## src/rtl/seq_pkg.sv

```systemverilog
// Shared definitions for the program sequencer.
//
// Contents:
//   - default widths for the program counter and the instruction word
//   - FSM state encodings. These values appear on state_out, so they are fixed.
//   - run/step mode type
//   - helper that tells whether a state belongs to an instruction in flight
package seq_pkg;

  localparam int PC_W_DEF    = 8;
  localparam int INSTR_W_DEF = 8;

  // FSM state encodings
  localparam logic [2:0] ST_IDLE   = 3'd0;
  localparam logic [2:0] ST_FETCH  = 3'd1;
  localparam logic [2:0] ST_EXEC   = 3'd2;
  localparam logic [2:0] ST_CHECK  = 3'd3;
  localparam logic [2:0] ST_HALTED = 3'd4;
  localparam logic [2:0] ST_FAULT  = 3'd5;

  typedef enum logic {
    MODE_STEP = 1'b0,
    MODE_RUN  = 1'b1
  } mode_t;

  // An instruction is in flight from the start of its fetch until its
  // post-commit check. halt_req is only latched during these states.
  function automatic logic is_active(input logic [2:0] st);
    return (st == ST_FETCH) || (st == ST_EXEC) || (st == ST_CHECK);
  endfunction

endpackage

```

## src/rtl/program_sequencer_if.sv

```systemverilog
// Instruction-memory fetch bus between the sequencer (master) and the
// instruction memory (slave).
//
// Signals:
//   imem_req   master -> slave  fetch request
//   imem_addr  master -> slave  fetch address
//   imem_ack   slave  -> master fetched data valid
//   imem_data  slave  -> master fetched instruction
//
// Handshake: the master raises imem_req together with imem_addr and keeps
// both stable until it samples imem_ack high at a rising clk edge. That edge
// is the transfer: imem_data is captured at the same edge and imem_req drops
// after it. imem_ack has no meaning while imem_req is low. It may already be
// high in the first request cycle. The master may also drop imem_req without
// a transfer, either on a fetch timeout or on reset.
interface program_sequencer_if #(
  parameter int PC_W    = 8,
  parameter int INSTR_W = 8
);

  logic               imem_req;
  logic [PC_W-1:0]    imem_addr;
  logic               imem_ack;
  logic [INSTR_W-1:0] imem_data;

  modport master (
    output imem_req,
    output imem_addr,
    input  imem_ack,
    input  imem_data
  );

  modport slave (
    input  imem_req,
    input  imem_addr,
    output imem_ack,
    output imem_data
  );

endinterface

```

## src/rtl/rise_edge.sv

```systemverilog
// One-bit rising-edge detector that produces a registered one-cycle pulse.
//
// Ports:
//   clk      system clock, rising edge
//   rst_n    asynchronous active-low reset
//   i_level  level input (button)
//   o_pulse  one-cycle pulse, one clock after i_level is sampled rising
//
// The history flop resets to 0. An input that is already high when reset is
// released therefore counts as an edge on the first clock.
module rise_edge (
  input  logic clk,
  input  logic rst_n,
  input  logic i_level,
  output logic o_pulse
);

  logic r_level_d;
  logic r_pulse;

  always_ff @(posedge clk or negedge rst_n) begin
    if (!rst_n) begin
      r_level_d <= 1'b0;
      r_pulse   <= 1'b0;
    end else begin
      r_level_d <= i_level;
      r_pulse   <= i_level & ~r_level_d;
    end
  end

  assign o_pulse = r_pulse;

endmodule

```

## src/rtl/program_sequencer.sv

```systemverilog
// Run/step/halt controller for the 8-bit single-cycle core.
//
// The sequencer fetches each instruction over the imem bus and holds it in
// instr_out. It then raises commit for one cycle to advance the core. After
// that it checks the new core PC for stop conditions: step mode, a pending
// halt request, a breakpoint, or a branch to self.
//
// Ports:
//   clk, RST            clock, asynchronous active-low reset
//   run_btn, step_btn   level buttons; a rising edge starts run / single step
//   halt_req            stop after the current instruction completes
//   bp_en, bp_addr      breakpoint enable and address
//   pc_in               core program counter
//   imem                fetch bus (master side)
//   instr_out           instruction register feeding the core
//   commit              one-cycle core advance enable
//   state_out           FSM state: IDLE=0 FETCH=1 EXEC=2 CHECK=3 HALTED=4 FAULT=5
//   running             mode is RUN and an instruction is in flight
//   halted, fault       state decodes
//   instr_count         retired instructions, saturating
module program_sequencer
  import seq_pkg::*;
#(
  parameter int PC_W     = PC_W_DEF,
  parameter int INSTR_W  = INSTR_W_DEF,
  parameter int MAX_WAIT = 15,
  parameter int CNT_W    = 16
) (
  input  logic                  clk,
  input  logic                  RST,
  input  logic                  run_btn,
  input  logic                  step_btn,
  input  logic                  halt_req,
  input  logic                  bp_en,
  input  logic [PC_W-1:0]       bp_addr,
  input  logic [PC_W-1:0]       pc_in,
  program_sequencer_if.master   imem,
  output logic [INSTR_W-1:0]    instr_out,
  output logic                  commit,
  output logic [2:0]            state_out,
  output logic                  running,
  output logic                  halted,
  output logic                  fault,
  output logic [CNT_W-1:0]      instr_count
);

  // The wait counter reaches WAIT_LAST in the final FETCH cycle that is
  // allowed without ack. The state is FETCH for exactly MAX_WAIT cycles.
  localparam logic [7:0] WAIT_LAST = 8'(MAX_WAIT - 1);

  logic [2:0]         r_state;
  mode_t              r_mode;
  logic               r_halt;
  logic [7:0]         r_wait;
  logic [PC_W-1:0]    r_fetch_pc;
  logic [PC_W-1:0]    r_imem_addr;
  logic               r_imem_req;
  logic [INSTR_W-1:0] r_instr;
  logic [CNT_W-1:0]   r_count;

  logic w_run_edge;
  logic w_step_edge;
  logic w_start;
  logic w_active;
  logic w_halt_now;
  logic w_bp_hit;
  logic w_self_loop;

  rise_edge u_run_edge (
    .clk     (clk),
    .rst_n   (RST),
    .i_level (run_btn),
    .o_pulse (w_run_edge)
  );

  rise_edge u_step_edge (
    .clk     (clk),
    .rst_n   (RST),
    .i_level (step_btn),
    .o_pulse (w_step_edge)
  );

  assign w_start     = w_run_edge | w_step_edge;
  assign w_active    = is_active(r_state);
  // A request that arrives in the CHECK cycle itself also stops the run.
  assign w_halt_now  = r_halt | halt_req;
  assign w_bp_hit    = bp_en && (pc_in == bp_addr);
  assign w_self_loop = (pc_in == r_fetch_pc);

  always_ff @(posedge clk or negedge RST) begin
    if (!RST) begin
      r_state     <= ST_IDLE;
      r_mode      <= MODE_STEP;
      r_halt      <= 1'b0;
      r_wait      <= '0;
      r_fetch_pc  <= '0;
      r_imem_addr <= '0;
      r_imem_req  <= 1'b0;
      r_instr     <= '0;
      r_count     <= '0;
    end else begin
      case (r_state)
        // HALTED resumes the same way IDLE starts. The breakpoint is only
        // evaluated in CHECK, so resuming at bp_addr executes that instruction.
        ST_IDLE, ST_HALTED: begin
          if (w_start) begin
            r_state     <= ST_FETCH;
            // Step has priority when both edges arrive in the same cycle.
            r_mode      <= w_step_edge ? MODE_STEP : MODE_RUN;
            r_halt      <= 1'b0;
            r_imem_req  <= 1'b1;
            r_imem_addr <= pc_in;
            r_fetch_pc  <= pc_in;
            r_wait      <= '0;
          end
        end

        ST_FETCH: begin
          if (imem.imem_ack) begin
            r_instr    <= imem.imem_data;
            r_imem_req <= 1'b0;
            r_state    <= ST_EXEC;
          end else if (r_wait == WAIT_LAST) begin
            r_imem_req <= 1'b0;
            r_state    <= ST_FAULT;
          end else begin
            r_wait <= r_wait + 8'd1;
          end
        end

        ST_EXEC: begin
          if (r_count != {CNT_W{1'b1}}) begin
            r_count <= r_count + 1'b1;
          end
          r_state <= ST_CHECK;
        end

        // pc_in now reflects the instruction committed in EXEC.
        ST_CHECK: begin
          if (r_mode == MODE_STEP || w_halt_now) begin
            r_state <= ST_IDLE;
          end else if (w_bp_hit || w_self_loop) begin
            r_state <= ST_HALTED;
          end else begin
            r_state     <= ST_FETCH;
            r_imem_req  <= 1'b1;
            r_imem_addr <= pc_in;
            r_fetch_pc  <= pc_in;
            r_wait      <= '0;
          end
        end

        ST_FAULT: begin
          r_imem_req <= 1'b0;
        end

        default: begin
          r_state    <= ST_IDLE;
          r_imem_req <= 1'b0;
        end
      endcase

      // Latch halt requests while an instruction is in flight. The latch is
      // cleared only when a new start leaves IDLE/HALTED, which are never
      // active states, so the two updates cannot collide.
      if (w_active && halt_req) begin
        r_halt <= 1'b1;
      end
    end
  end

  assign imem.imem_req  = r_imem_req;
  assign imem.imem_addr = r_imem_addr;

  assign instr_out   = r_instr;
  assign commit      = (r_state == ST_EXEC);
  assign state_out   = r_state;
  assign running     = (r_mode == MODE_RUN) && w_active;
  assign halted      = (r_state == ST_HALTED);
  assign fault       = (r_state == ST_FAULT);
  assign instr_count = r_count;

endmodule
```

## src/flat_wrapper.sv

```systemverilog
// flat-port wrapper written by rule: the top's interface ports become plain ports
module program_sequencer_flat import seq_pkg::*;
#(
  parameter int PC_W     = PC_W_DEF,
  parameter int INSTR_W  = INSTR_W_DEF,
  parameter int MAX_WAIT = 15,
  parameter int CNT_W    = 16
)
  (clk, RST, run_btn, step_btn, halt_req, bp_en, bp_addr, pc_in, instr_out, commit, state_out, running, halted, fault, instr_count, imem_imem_req, imem_imem_addr, imem_imem_ack, imem_imem_data);
  program_sequencer_if #(.PC_W(PC_W), .INSTR_W(INSTR_W)) imem_i ();
  input  logic clk;
  input  logic RST;
  input  logic run_btn;
  input  logic step_btn;
  input  logic halt_req;
  input  logic bp_en;
  input  logic [PC_W-1:0] bp_addr;
  input  logic [PC_W-1:0] pc_in;
  output logic [INSTR_W-1:0] instr_out;
  output logic commit;
  output logic [2:0] state_out;
  output logic running;
  output logic halted;
  output logic fault;
  output logic [CNT_W-1:0] instr_count;
  output wire logic [$bits(imem_i.imem_req)-1:0] imem_imem_req;
  output wire logic [$bits(imem_i.imem_addr)-1:0] imem_imem_addr;
  input wire logic [$bits(imem_i.imem_ack)-1:0] imem_imem_ack;
  input wire logic [$bits(imem_i.imem_data)-1:0] imem_imem_data;
  assign imem_imem_req = imem_i.imem_req;
  assign imem_imem_addr = imem_i.imem_addr;
  assign imem_i.imem_ack = imem_imem_ack;
  assign imem_i.imem_data = imem_imem_data;
  program_sequencer #(.PC_W(PC_W), .INSTR_W(INSTR_W), .MAX_WAIT(MAX_WAIT), .CNT_W(CNT_W)) u_core (.clk(clk), .RST(RST), .run_btn(run_btn), .step_btn(step_btn), .halt_req(halt_req), .bp_en(bp_en), .bp_addr(bp_addr), .pc_in(pc_in), .imem(imem_i), .instr_out(instr_out), .commit(commit), .state_out(state_out), .running(running), .halted(halted), .fault(fault), .instr_count(instr_count));
endmodule
```

## config.mk

```make
export PLATFORM = sky130hd
export DESIGN_NAME = program_sequencer_flat
export DESIGN_NICKNAME = d
export VERILOG_FILES = /design/src/rtl/seq_pkg.sv /design/src/rtl/program_sequencer_if.sv /design/src/rtl/rise_edge.sv /design/src/rtl/program_sequencer.sv /design/src/flat_wrapper.sv
export SDC_FILE = /design/constraint.sdc
export NUM_CORES = 1
export LEC_CHECK = 0
export ABC_AREA = 1
export CORE_ASPECT_RATIO = 0.7
export CORE_MARGIN = 2
export CORE_UTILIZATION = 52
export DETAILED_ROUTE_END_ITERATION = 6
export PLACE_DENSITY = 0.91
export SLEW_MARGIN = 20
export SYNTH_ARGS = -nofsm -noshare
export SYNTH_HDL_FRONTEND = slang
export SYNTH_SLANG_ARGS = --single-unit
```

## constraint.sdc

```tcl
create_clock -name clk -period 2.7 [get_ports clk]
set_input_delay 0.405 -clock clk [delete_from_list [all_inputs] [get_ports clk]]
set_output_delay 0.405 -clock clk [all_outputs]
set_load 0.05 [all_outputs]
```

==> impl_metrics.json <==
{
  "overflow": 0,
  "seq_area_frac_synth": 0.467,
  "tns_ns": 0,
  "p_per_area_nw_per_um2": 1050,
  "numClockSinks": 50,
  "synth_edf_count": 0,
  "tightest_slew_ns": 0.627,
  "synth_cell_types": 32,
  "cts_resized": 0,
  "hp-class": "in -> async",
  "period_needed_ns": 2.58,
  "cts_root_buf": "clkbuf_8",
  "final-max-slew-violation-count": 0,
  "num_antenna_cells": 0,
  "report.power.total_mw": 3.73,
  "drtPass1Iterations": 4,
  "gp_congestion": 0.833,
  "maxCapViolCount": 0,
  "p_leak_nw": 1.62,
  "slowest_stage": "clkdlybuf4s50_1",
  "cts_buffers": 5,
  "netlist_instances": 305,
  "critical_path.startpoint_type": "register",
  "post-route-period-util": 0.954,
  "clockBufferDepth": 2,
  "detail-route-antenna-nets": 0,
  "syn_area_sq_um": 2680,
  "setup_viol": 0,
  "hold_buffers": 0,
  "arrival_ns": 2.17,
  "track_usage": 0.221,
  "cp_cell_sequence": "nor2_1 > inv_1 > nor2_1 > clkdlybuf4s50_1",
  "multiInputGateArea_sq_um": 1230,
  "max_freq_ghz": 0.388,
  "drtIter0Drc": 117,
  "grt_max_degree": 51,
  "fillers": 344,
  "clk_pin_slew_ns": 0.09,
  "start_util": 0.551,
  "status": "finished clean",
  "cpPeakStageDelay_ns": 0.81,
  "path_max_fanout": 5,
  "worstSetupEndpointType": "primary output",
  "die-width_um": 89.8,
  "postSynthAreaPerCell_sq_um": 8.78,
  "final_nets": 415,
  "drcViolationCount": 0,
  "crit_top_cell": "nor2_1",
  "finalHoldViolCount": 0,
  "antenna_found_initial": 0,
  "tritoncts": "done",
  "skew_ns": 0.00454,
  "core_sq_um": 4860,
  "route.vias.total": 2214,
  "grt_pass1_vias": 2201,
  "worstSkewPairLatency_ns": 0.31,
  "syn_nets": 339,
  "grt_pass1_wl_mm": 10.1,
  "drive_above_1_share": 0.141,
  "die_h_um": 64.0,
  "synthArstFlopShare": 1.00,
  "required_ns": 2.30,
  "crit_type": "reg -> out",
  "ys.warnings.count": 0,
  "cts_setup_buffers": 0,
  "htreeDepth": 2,
  "io_buffers": 70,
  "ys_seq_elements": 50,
  "wl_mm": 6.03,
  "max_slew_margin": 0.582,
  "wl_per_cell_um": 13.4,
  "syn2layout_area_growth_pct": 32.8,
  "fin_util": 0.731,
  "rows": 21,
  "die_area_sq_um": 5750,
  "ys.flop_type": "dfrtp_1",
  "ir_drop_mv": 0.562,
  "regArea_sq_um": 1250,
  "rsz0062_at_grt": "false",
  "hpwlAfterDp_mm": 4.53,
  "io-pin-count": 71,
  "vias_per_cell": 4.91
}
[worst max-delay path, delay by kind of cell (launching register included)]
family        cells  cell delay, ns
simple gates      2            0.45
buf+inv           2            0.96
flops             1            0.46
[cell type report]
class	instances	share of cell area
flip-flops and latches	50	0.352
multi-input cells	207	0.346
repair buffers	71	0.198
inverters	46	0.0486
well taps	69	0.0243
clock buffers	6	0.0204
clock inverters	2	0.0106
[cell usage after synthesis (2+ instances only)]
library cell / number / area, sq um
o21ai_2: 7 / 61.3
o21ai_0: 5 / 25.0
xor2_1: 17 / 149
xnor2_1: 11 / 96.3
or2_2: 5 / 31.3
inv_2: 7 / 26.3
nor3_4: 2 / 32.5
nand4_1: 4 / 25.0
nand2_2: 6 / 37.5
nor2_2: 4 / 25.0
dfrtp_1: 50 / 1250
inv_1: 39 / 146
nor3_1: 6 / 30.0
mux2_2: 8 / 90.1
nand2_1: 63 / 236
a21oi_1: 2 / 10.0
nor2_1: 24 / 90.1
nand3_1: 21 / 105
o21ai_1: 8 / 40.0
ha_1: 3 / 37.5
buf_6: 2 / 22.5
[kinds of logic after synthesis]
logic type,Yosys count,synth area share
buf+inv,48,0.0729
flops,50,0.467
simple gates,142,0.257
mux,8,0.0336
compound gates,26,0.0636
xor+xnor,28,0.0916
fa+ha+maj,3,0.0140
[cells in the final DEF, fill, tap and decap left out, types with 2 or more instances in the layout]
| cell | Yosys | final |
|---|---|---|
| inv_1 | 39 | 39 |
| o21ai_0 | 5 | 5 |
| dfrtp_1 | 50 | 50 |
| xor2_1 | 17 | 17 |
| nor3_1 | 6 | 6 |
| nand2_2 | 6 | 6 |
| a21oi_1 | 2 | 2 |
| ha_1 | 3 | 3 |
| inv_2 | 7 | 7 |
| nor2_1 | 24 | 24 |
| o21ai_2 | 7 | 7 |
| nor3_4 | 2 | 2 |
| clkdlybuf4s50_1 | 0 | 69 |
| o21ai_1 | 8 | 8 |
| xnor2_1 | 11 | 11 |
| or2_2 | 5 | 5 |
| nor2_2 | 4 | 4 |
| clkbuf_8 | 0 | 5 |
| nand2_1 | 63 | 63 |
| mux2_2 | 8 | 8 |
| nand3_1 | 21 | 21 |
| nand4_1 | 4 | 4 |
[registers in the layout, summed over array words and instances (netlist names)]
name and flops:
u_core.instr_count 16, u_core.instr_out 8, u_core.r_fetch_pc 8, u_core.r_wait 8
u_core.state_out 3, u_core.imem.imem_req 1, u_core.r_halt 1, u_core.r_mode 1
u_core.u_run_edge.o_pulse 1, u_core.u_run_edge.r_level_d 1, u_core.u_step_edge.o_pulse 1, u_core.u_step_edge.r_level_d 1
[layer usage]
layer	up-vias	part of all wire	track usage
met1	1039	0.44	0.280
met5	-	0	0
met2	54	0.51	0.374
met4	0	0.017	0.0923
met3	9	0.042	0.0472
li1	1112	-	-
[per-stage QoR]
| stage | hold slack, ns | area, sq um | cells | worst slack, ns |
|---|---|---|---|---|
| floorplan | 0.109 | 2680 | 305 | 0.226 |
| global placement | 0.381 | 3440 | 443 | 0.507 |
| detailed placement | 0.391 | 3440 | 443 | 0.402 |
| CTS | 0.214 | 3550 | 451 | 0.113 |
| global route | 0.242 | 3550 | 451 | 0.00697 |
| finish | 0.195 | 3550 | 451 | 0.124 |
[path summary, 6_finish.rpt]
kind / from / endpoint / slack (ns) / cells after the start
setup reg to reg: u_core.state_out[2] / u_core.r_wait[7] / 0.74 / 6
hold / removal: RST / u_core.r_wait[2] / 0.19 / 2
min in group clk: u_core.u_step_edge.r_level_d / u_core.u_step_edge.o_pulse / 0.40 / 1
hold reg to reg: u_core.u_step_edge.r_level_d / u_core.u_step_edge.o_pulse / 0.40 / 1
setup / recovery: u_core.state_out[0] / halted / 0.12 / 4
max in group asynchronous: RST / u_core.instr_count[6] / 2.08 / 2
[power by group]
part           internal [mW]  total (mW)  switching [mW]
combinational          0.697        2.04            1.35
clock                  0.276       0.527           0.250
sequential             0.963        1.16           0.202
total                   1.94        3.73            1.80
Power figures use the tool's default switching activity.
